==> config.mk <==
export PLATFORM = sky130hd
export DESIGN_NAME = led_key_driver
export DESIGN_NICKNAME = d
export VERILOG_FILES = /design/src/rtl/led_key_driver.sv
export SDC_FILE = /design/constraint.sdc
export NUM_CORES = 1
export LEC_CHECK = 0
export ABC_AREA = 1
export CORE_MARGIN = 8
export CORE_UTILIZATION = 55
export CTS_CLUSTER_DIAMETER = 120
export DETAILED_ROUTE_END_ITERATION = 8
export PLACE_DENSITY = 0.74
export SYNTH_ARGS = -nofsm -noshare
export SYNTH_HDL_FRONTEND = slang
export SYNTH_SLANG_ARGS = --single-unit
==> constraint.sdc <==
create_clock -name clk -period 4.9 [get_ports clk]
set_input_delay 0.98 -clock clk [delete_from_list [all_inputs] [get_ports clk]]
set_output_delay 0.98 -clock clk [all_outputs]
set_load 0.02 [all_outputs]
==> src/rtl/led_key_driver.sv <==
// Command-driven generator of active-low KEY0/KEY1/KEY2 press waveforms for the
// LED thermometer counter, with a mod-10 model of the counter value and its LEDs.
module led_key_driver #(
    parameter int PRESS_CYC = 4,
    parameter int GAP_CYC   = 4
) (
    input  logic       clk,
    input  logic       rst,
    input  logic       cmd_valid,
    output logic       cmd_ready,
    input  logic [1:0] cmd_op,
    input  logic [3:0] cmd_arg,
    output logic       KEY0,
    output logic       KEY1,
    output logic       KEY2,
    output logic       busy,
    output logic       done,
    output logic       err,
    output logic [3:0] pos,
    output logic [8:0] exp_ledg
);
    typedef enum logic [2:0] {
        IDLE  = 3'd0,
        PLAN  = 3'd1,
        PRESS = 3'd2,
        GAP   = 3'd3,
        DONE  = 3'd4
    } state_t;

    localparam logic [1:0] SEL_CLR    = 2'd0;
    localparam logic [1:0] SEL_INC    = 2'd1;
    localparam logic [1:0] SEL_DEC    = 2'd2;
    localparam logic [7:0] PRESS_LAST = 8'(PRESS_CYC - 1);
    localparam logic [7:0] GAP_LAST   = 8'(GAP_CYC - 1);

    function automatic logic [8:0] therm(input logic [3:0] v);
        logic [8:0] t;
        t = 9'd0;
        for (int i = 0; i < 9; i++) begin
            t[i] = (4'(i) < v) ? 1'b1 : 1'b0;
        end
        return t;
    endfunction

    function automatic logic [3:0] step(input logic [1:0] sel, input logic [3:0] p);
        logic [3:0] r;
        case (sel)
            SEL_INC: r = (p == 4'd9) ? 4'd0 : p + 4'd1;
            SEL_DEC: r = (p == 4'd0) ? 4'd9 : p - 4'd1;
            default: r = 4'd0;
        endcase
        return r;
    endfunction

    state_t     state_r, state_s;
    logic [1:0] op_r;
    logic [3:0] arg_r;
    logic [1:0] sel_r, sel_s;
    logic [7:0] presses_r, presses_s;
    logic [7:0] phase_r, phase_s;
    logic [3:0] pos_r, pos_s;
    logic [2:0] keys_r, keys_s;
    logic       done_r, done_s;
    logic       err_r, err_s;
    logic       ready_r, busy_r;
    logic [8:0] ledg_r;
    logic [4:0] diff_s;
    logic [1:0] plan_sel_s;
    logic [7:0] plan_cnt_s;
    logic       plan_bad_s;

    // Press plan from the latched command; SET takes the shorter way round the ring, ties go up.
    always_comb begin
        diff_s = {1'b0, arg_r} + 5'd10 - {1'b0, pos_r};
        if (diff_s >= 5'd10) begin
            diff_s = diff_s - 5'd10;
        end else begin
            diff_s = diff_s;
        end
        plan_bad_s = 1'b0;
        plan_sel_s = SEL_INC;
        plan_cnt_s = 8'd0;
        case (op_r)
            2'b00: begin
                if (arg_r > 4'd9) begin
                    plan_bad_s = 1'b1;
                end else if (diff_s == 5'd0) begin
                    plan_cnt_s = 8'd0;
                end else if (diff_s <= 5'd5) begin
                    plan_sel_s = SEL_INC;
                    plan_cnt_s = {3'd0, diff_s};
                end else begin
                    plan_sel_s = SEL_DEC;
                    plan_cnt_s = {3'd0, 5'd10 - diff_s};
                end
            end
            2'b01: begin
                plan_sel_s = SEL_INC;
                plan_cnt_s = {4'd0, arg_r};
            end
            2'b10: begin
                plan_sel_s = SEL_DEC;
                plan_cnt_s = {4'd0, arg_r};
            end
            default: begin
                plan_sel_s = SEL_CLR;
                plan_cnt_s = 8'd1;
            end
        endcase
    end

    // Next-state logic; pos steps at the end of each press phase.
    always_comb begin
        state_s   = state_r;
        sel_s     = sel_r;
        presses_s = presses_r;
        phase_s   = phase_r;
        pos_s     = pos_r;
        done_s    = 1'b0;
        err_s     = 1'b0;
        case (state_r)
            IDLE: begin
                if (cmd_valid) begin
                    state_s = PLAN;
                end else begin
                    state_s = IDLE;
                end
            end
            PLAN: begin
                phase_s = 8'd0;
                if (plan_bad_s) begin
                    err_s   = 1'b1;
                    state_s = IDLE;
                end else if (plan_cnt_s != 8'd0) begin
                    sel_s     = plan_sel_s;
                    presses_s = plan_cnt_s;
                    state_s   = PRESS;
                end else begin
                    done_s  = 1'b1;
                    state_s = DONE;
                end
            end
            PRESS: begin
                if (phase_r == PRESS_LAST) begin
                    phase_s   = 8'd0;
                    pos_s     = step(sel_r, pos_r);
                    presses_s = presses_r - 8'd1;
                    state_s   = GAP;
                end else begin
                    phase_s = phase_r + 8'd1;
                end
            end
            GAP: begin
                if (phase_r == GAP_LAST) begin
                    phase_s = 8'd0;
                    if (presses_r != 8'd0) begin
                        state_s = PRESS;
                    end else begin
                        done_s  = 1'b1;
                        state_s = DONE;
                    end
                end else begin
                    phase_s = phase_r + 8'd1;
                end
            end
            DONE: begin
                state_s = IDLE;
            end
            default: begin
                state_s = IDLE;
            end
        endcase
    end

    // Key levels follow the next state so only the selected key is low, and only in PRESS.
    always_comb begin
        keys_s = 3'b111;
        if (state_s == PRESS) begin
            case (sel_s)
                SEL_CLR: keys_s = 3'b110;
                SEL_INC: keys_s = 3'b101;
                SEL_DEC: keys_s = 3'b011;
                default: keys_s = 3'b111;
            endcase
        end else begin
            keys_s = 3'b111;
        end
    end

    // State and registered outputs.
    always_ff @(posedge clk) begin
        if (rst) begin
            state_r   <= IDLE;
            op_r      <= 2'd0;
            arg_r     <= 4'd0;
            sel_r     <= SEL_INC;
            presses_r <= 8'd0;
            phase_r   <= 8'd0;
            pos_r     <= 4'd0;
            keys_r    <= 3'b111;
            done_r    <= 1'b0;
            err_r     <= 1'b0;
            ready_r   <= 1'b1;
            busy_r    <= 1'b0;
            ledg_r    <= 9'd0;
        end else begin
            if ((state_r == IDLE) && cmd_valid) begin
                op_r  <= cmd_op;
                arg_r <= cmd_arg;
            end
            state_r   <= state_s;
            sel_r     <= sel_s;
            presses_r <= presses_s;
            phase_r   <= phase_s;
            pos_r     <= pos_s;
            keys_r    <= keys_s;
            done_r    <= done_s;
            err_r     <= err_s;
            ready_r   <= (state_s == IDLE);
            busy_r    <= (state_s != IDLE);
            ledg_r    <= therm(pos_s);
        end
    end

    assign cmd_ready = ready_r;
    assign busy      = busy_r;
    assign done      = done_r;
    assign err       = err_r;
    assign pos       = pos_r;
    assign exp_ledg  = ledg_r;
    assign KEY0      = keys_r[0];
    assign KEY1      = keys_r[1];
    assign KEY2      = keys_r[2];
endmodule
==> results.ini, run 1 <==
[placement]
port-buffer-count = 28
gp_congestion = 0.922
dp_hpwl_um = 5200
dp.cells = 522

[die]
dieWidth_um = 89.7
initial_core_util_pct = 55.6
coreArea_mm2 = 0.00537
die_h_um = 89.7
io_pins = 29
fp.dieArea_mm2 = 0.00804
core.rowCount = 27

[timing]
period_share_pct = 78.4
setup_viol_count_final = 0
max_freq_mhz = 260
tightest_slew_ns = 0.557
worst_slew_margin_rel_pct = 62.8
slew_viol_final = 0
rsz0062_at_grt = false
fin_skew_ns = 0.00461
fin_setup_tns_ns = 0
hold_viol = 0
period_needed_ns = 3.84

[synth]
synth-edff-count = 0
yosysTopAreaCell = dfxtp_1
synth_area_mm2 = 0.00299
synth_commonest_cells = 91 x nand2_1, 66 x inv_1, 46 x dfxtp_1
synth-xor-area-share_pct = 1.76
syn_inst = 431
synthAdderAreaFrac_pct = 6.96
ys_seq_area_share_pct = 30.8
synth_top_area_share_pct = 30.8
synthArstFlopShare_pct = 0
yosysWarnings = 0
ys_seq_elements = 46
syn_nets = 456
yosysMostFrequentCell = nand2_1
ys_types = 34
synth_top_family_by_area = simple AND/OR/NAND/NOR gates
synth_ff_type = dfxtp_1
synthSimpleGateAreaFrac_pct = 35.5
synth_area_per_cell_um2 = 6.93
synth_compound_area_share_pct = 14.3
synth.top_cells.by_area = dfxtp_1 31%, nand2_1 11%, inv_1 8.3%, ha_1 6.3%, nor2_1 5.7%
muxShareOfSynthArea_pct = 0

[global_route]
grt_first_pass_wirelength_um = 11400
grt_usage_pct = 18.1
grt_max_degree = 28
first_global_vias = 2632
antenna_found_initial = 0
gr-total-overflow = 0

[critical_path]
path_class = reg -> reg
slowest_stage = fa_1
worstReg2RegEnd = keys_r[2]
critPathMaxFanout = 13
path_cells = ha_1 -> inv_1 -> ha_1 -> inv_1 -> fa_1 -> ha_1 -> inv_1 -> o21ai_4 -> nand2_4 -> nand2_1 -> nand2_2 -> ha_1 -> inv_1 -> nand2_2 -> nand3_1 -> nand2_1 -> nor2_1 -> nor2_2 -> nand3_4 -> nand2_4 -> nand2_1 -> nand2_1 -> nor2_1 -> nand2_1
rr_worst_depth = 24
path_buf_inv = 4
required_ns = 5.09
reg2reg_from = pos[1]
critical-path-max-stage-delay_ns = 0.56
cp-end-kind = register
arrival_ns = 4.03
path_common_cell = nand2_1
ff2ff_setup_slack_ns = 1.06
crit_family = adder cells
start_kind = register

[power]
ir_drop_uv = 331
leakage_nw = 1.51
powerDensity_mw_per_mm2 = 634

[route]
drt_iter0_drc = 203
vias_per_cell = 5.36
vias = 2843
post-route-drc-count = 0
drt_wl_total_um = 6720
firstDrtPassIters = 5
ant_nets = 0
wire_per_inst_um = 12.7

[finish]
drive_gt1_share_pct = 12.4
finalNetCount = 482
syn_to_final_growth_pct = 13.6
diodes = 0
stdcell_count = 530

[clocking]
cts_resized = 0
clockBufferDepth = 2
clock_latency_ns = 0.30
cts_tree = built
cts_setup_buffers = 0
postCtsHoldBufs = 0
clock_sinks = 46
htree_num_levels = 2
clk_pin_slew_ns = 0.08
cts_buffers = 5
root_buffer = clkbuf_8

[worst_hold_path]
holdCritPathClass = reg -> reg
min_to = phase_r[1]
worstHoldStart = phase_r[1]
worstHoldPathCells = 2

[job]
max-cap-violations = 0

[run_status]
outcome = finished clean

==> worst reg2reg max path, cell delays in order (launching register included) <==
cell,delay [ns]
dfxtp_1,0.45
ha_1,0.27
inv_1,0.06
ha_1,0.18
inv_1,0.06
fa_1,0.56
ha_1,0.20
inv_1,0.09
o21ai_4,0.26
nand2_4,0.11
nand2_1,0.08
nand2_2,0.06
ha_1,0.19
inv_1,0.07
nand2_2,0.06
nand3_1,0.07
nand2_1,0.06
nor2_1,0.18
nor2_2,0.09
nand3_4,0.09
nand2_4,0.15
nand2_1,0.12
nand2_1,0.06
nor2_1,0.17
nand2_1,0.07
==> sequential cells by signal (all words and copies together) (netlist names), 2 cells and up <==
| register | flops |
|---|---|
| exp_ledg | 9 |
| phase_r | 8 |
| presses_r | 8 |
| arg_r | 4 |
| keys_r | 3 |
| pos | 3 |
| state_r | 3 |
| op_r | 2 |
| sel_r | 2 |
==> cell usage in the layout (no fill, tap or decap), drive strengths merged, types with 2 or more instances in the layout <==
cell type	Yosys	layout
clkdlybuf4s50	0	28
a221oi	2	2
clkbuf	7	5
inv	69	70
nand4	5	5
dfxtp	46	46
clkinv	0	2
a211oi	2	2
nor3	5	5
o21ai	31	31
nand2	107	107
xor2	6	6
o211ai	3	3
a22oi	2	2
nand3	43	43
ha	15	15
a21oi	27	27
nor2	49	49
nor4	3	3
==> report_power, final <==
group	internal (mW)	switching [mW]	leakage [nW]	total, mW
Sequential	0.441	0.0522	0.374	0.494
Combinational	0.488	0.940	1.09	1.43
Clock	0.100	0.128	0.0483	0.228
Total	1.03	1.12	1.51	2.15
==> worst max path at each step <==
stage / cells past startpoint / end / from / slack (ns)
2_1_floorplan: 25 / keys_r[1] / pos[1] / 1.33
3_3_place_gp: 24 / keys_r[1] / pos[1] / 1.21
3_5_place_dp: 24 / keys_r[2] / pos[1] / 1.07
4_1_cts: 24 / keys_r[2] / pos[1] / 1.05
5_1_grt: 23 / keys_r[0] / pos[2] / 0.76
6_report: 24 / keys_r[2] / pos[1] / 1.06
==> through the flow <==
step	instance area, um^2	util [%]	hold slack, ns	setup slack [ns]	power, mW
final	3390	63.1	0.492	1.06	2.15
after global routing	3390	63.1	0.511	0.755	2.37
after CTS	3390	63.1	0.495	1.05	2.15
after detailed placement	3300	61.5	0.476	1.07	1.91
after global placement	3300	61.5	0.473	1.21	1.89
after floorplan	2990	-	0.453	1.33	1.66
==> final cells by class <==
class | count | area (um^2)
clock inverters | 3 | 18.8
inverters | 69 | 259
multi-input cells | 306 | 1750
fillers | 468 | 1980
flip-flops and latches | 46 | 921
repair buffers | 29 | 288
clock buffers | 5 | 68.8
well taps | 72 | 90.1
==> cells by family (layout without fill, tap and decap cells) <==
kind of cell,count (synthesis),count (layout)
adder cells (fa/ha/maj),16,16
XOR/XNOR,6,6
buffers and inverters,79,106
AO/OA/AOI/OAI,70,70
flip-flops,46,46
AND/OR/NAND/NOR,214,214
==> routing by layer <==
layer / up-vias / wire [um] / track usage [%]
li1: 1448 / - / -
met1: 1297 / 2930 / 21.1
met2: 84 / 3250 / 30.4
met3: 14 / 382 / 3.91
met4: 0 / 148 / 9.06
met5: - / 0 / 0
(Power assumes the default switching activity.)
==> run 2: changes to the inputs <==
- CORE_UTILIZATION: 55 -> 52
- clock period: 4.9 -> 3.42 ns (I/O delays scaled with it)
==> run 2 against run 1 <==
Net effect: the flow now finishes with violations (setup timing); clock skew increased by 0.0031 ns; fmax increased by 8.4%; register-to-register slack worse by 1.2 ns; sequential share of layout area decreased by 2.9 points; design area increased by 13%; clock power rose by 54%; first-iteration DRC count grew 1.5%; critical path type unchanged; critical endpoint is now keys_r[0]; cell count is 5.7% higher; global-route usage down 1.5 points; clock-buffer cell count stayed put.
==> results.ini, run 2 (synthesis results as in run 1) <==
[finish]
n_fill_cell = 430  ; was 468
layout_commonest_cell = nand2_1  ; unchanged
final_core_util_pct = 69.1  ; was 63.1%
layout_common_cells = 73 x nand2_1, 59 x inv_1, 43 x nor2_1, 43 x dfxtp_1, 30 x o21ai_0  ; was 91 x nand2_1, 66 x inv_1, 46 x dfxtp_1, 45 x nor2_1, 30 x o21ai_0
finalNetCount = 512  ; was 482
stdcell_count = 560  ; was 530
drive_gt1_share_pct = 25.2  ; was 12.4%
diodes = 0  ; unchanged
syn_to_final_growth_pct = 28.3  ; was 13.6%
largest_register_ffs = 9  ; unchanged

[die]
dieWidth_um = 91.8  ; was 89.7 um
fp.dieArea_mm2 = 0.00842  ; was 0.00804 mm^2
core.rowCount = 27  ; unchanged
initial_core_util_pct = 53.9  ; was 55.6%
io_pins = 29  ; unchanged
die_h_um = 91.8  ; was 89.7 um
coreArea_mm2 = 0.00554  ; was 0.00537 mm^2

[timing]
setup_viol_count_final = 13  ; was 0
worst_slew_margin_rel_pct = 57.0  ; was 62.8%
fin_skew_ns = 0.00774  ; was 0.00461 ns
final_critical_path_setup_slack_ns = -0.124  ; was 1.06 ns
rsz0062_at_grt = true  ; was false
hold_viol = 0  ; unchanged
tightest_slew_ns = 0.637  ; was 0.557 ns
period_needed_ns = 3.54  ; was 3.84 ns
max_freq_mhz = 282  ; was 260 MHz
slew_viol_final = 0  ; unchanged
period_share_pct = 104  ; was 78.4%
whs_ns = 0.497  ; was 0.492 ns

[critical_path]
cp-end-kind = register  ; unchanged
reg2reg_from = arg_r[1]  ; was pos[1]
path_class = reg -> reg  ; unchanged
rr_worst_depth = 24  ; unchanged
critPathMaxFanout = 5  ; was 13
required_ns = 3.63  ; was 5.09 ns
start_kind = register  ; unchanged
worstReg2RegEnd = keys_r[0]  ; was keys_r[2]
arrival_ns = 3.76  ; was 4.03 ns
cp-startpoint = arg_r[1]  ; was pos[1]
ff2ff_setup_slack_ns = -0.12  ; was 1.06 ns

[route]
ant_nets = 0  ; unchanged
wire_per_inst_um = 13.5  ; was 12.7 um
vias_per_cell = 5.27  ; was 5.36
drt_iter0_drc = 206  ; was 203
drt_wl_total_um = 7570  ; was 6720 um
post-route-drc-count = 0  ; unchanged
vias = 2951  ; was 2843
firstDrtPassIters = 5  ; unchanged

[placement]
dp.cells = 534  ; was 522
dp_hpwl_um = 5270  ; was 5200 um
gp_congestion = 0.875  ; was 0.922
port-buffer-count = 28  ; unchanged

[global_route]
antenna_found_initial = 0  ; unchanged
grt_usage_pct = 16.5  ; was 18.1%
grt_max_degree = 28  ; unchanged
gr-total-overflow = 0  ; unchanged
first_global_vias = 2599  ; was 2632
grt_first_pass_wirelength_um = 11700  ; was 11400 um

[clocking]
clockBufferDepth = 2  ; unchanged
postCtsHoldBufs = 0  ; unchanged
clk_pin_slew_ns = 0.09  ; was 0.08 ns
htree_num_levels = 2  ; unchanged
clock_sinks = 46  ; unchanged
clock_latency_ns = 0.31  ; was 0.30 ns
cts_tree = built  ; unchanged
root_buffer = clkbuf_8  ; unchanged
cts_buffers = 5  ; unchanged

[power]
powerDensity_mw_per_mm2 = 1020  ; was 634 mW/mm^2
ir_drop_uv = 542  ; was 331 uV
leakage_nw = 1.68  ; was 1.51 nW

[worst_hold_path]
min_to = presses_r[7]  ; was phase_r[1]
holdCritPathClass = reg -> reg  ; unchanged
worstHoldStart = presses_r[7]  ; was phase_r[1]
worstHoldPathCells = 2  ; unchanged

[run_status]
violations = setup timing
outcome = finished, violations left  ; was finished clean

[job]
max-cap-violations = 0  ; unchanged

run 2: layout make-up:
class                           count  area, um^2  share of cell area, %
Tap cell                           72        90.1                   2.35
Clock inverter                      3        25.0                  0.653
Inverter                           69         264                   6.89
Multi-Input combinational cell    307        1920                   50.0
Sequential cell                    46         927                   24.2
Timing Repair Buffer               58         539                   14.1
Clock buffer                        5        68.8                   1.80
run 2: routing by layer:
metal  wire length [um]  vias to the layer above  share of wire [%]  global-route usage, %
li1                   -                     1507                  -                      -
met1               3510                     1339                 46                   21.4
met2               3530                       97                 47                   27.0
met3                442                        8                5.8                   3.10
met4                 93                        0                1.2                   5.77
met5                  0                        -                  0                      0
run 2: critical path, cell delays in order, from the launching register on:
cell	delay, ns
dfxtp_2	0.35
inv_2	0.05
ha_4	0.22
inv_4	0.06
ha_4	0.12
inv_2	0.03
fa_1	0.52
ha_2	0.21
inv_2	0.06
o21ai_4	0.25
buf_6	0.14
nand3_2	0.09
nand2_4	0.11
nand2_2	0.06
nand2_1	0.09
nand2_1	0.06
nand2_1	0.06
nor2_1	0.06
nor2_2	0.22
nand3_4	0.16
buf_6	0.16
nand3b_1	0.10
nand2_1	0.09
nor2_1	0.11
nand2_1	0.06
run 2: worst max-delay path by stage:
stage          cells past startpoint            to  slack, ns
2_1_floorplan                     25      sel_r[1]      0.006
3_3_place_gp                      25     keys_r[1]       0.02
3_5_place_dp                      25     keys_r[0]       -0.1
4_1_cts                           24  presses_r[1]     0.0008
5_1_grt                           24     keys_r[1]      -0.27
6_report                          24     keys_r[0]      -0.12
run 2: where the power goes:
group          internal [mW]  switching, mW
Sequential             0.632         0.0772
Clock                  0.148          0.202
Combinational           1.15           1.71
run 2: metrics by stage:
step | power, mW | setup TNS, ns | worst slack, ns | area [um^2]
floorplan | 2.40 | 0 | 0.00592 | 3010
global placement | 2.82 | 0 | 0.0169 | 3420
detailed placement | 2.86 | -0.819 | -0.0971 | 3420
CTS | 3.34 | 0 | 0.000787 | 3580
global route | 4.20 | -2.83 | -0.271 | 3830
finish | 3.92 | -0.513 | -0.124 | 3830
run 2: timing repair:
action	CTS	global route
pin swaps	4	25
buffers inserted	6	11
gates cloned	0	1
gates resized for setup	5	44
endpoints found under the hold margin	0	0
setup endpoints to repair	14	18
==> run 3: changes to the inputs <==
- ABC_CLOCK_PERIOD_IN_PS: default -> 3420
- RECOVER_POWER: default -> 100
==> results of run 3 <==
Same layout as run 2: the final DEF is identical, and so are final timing and power.
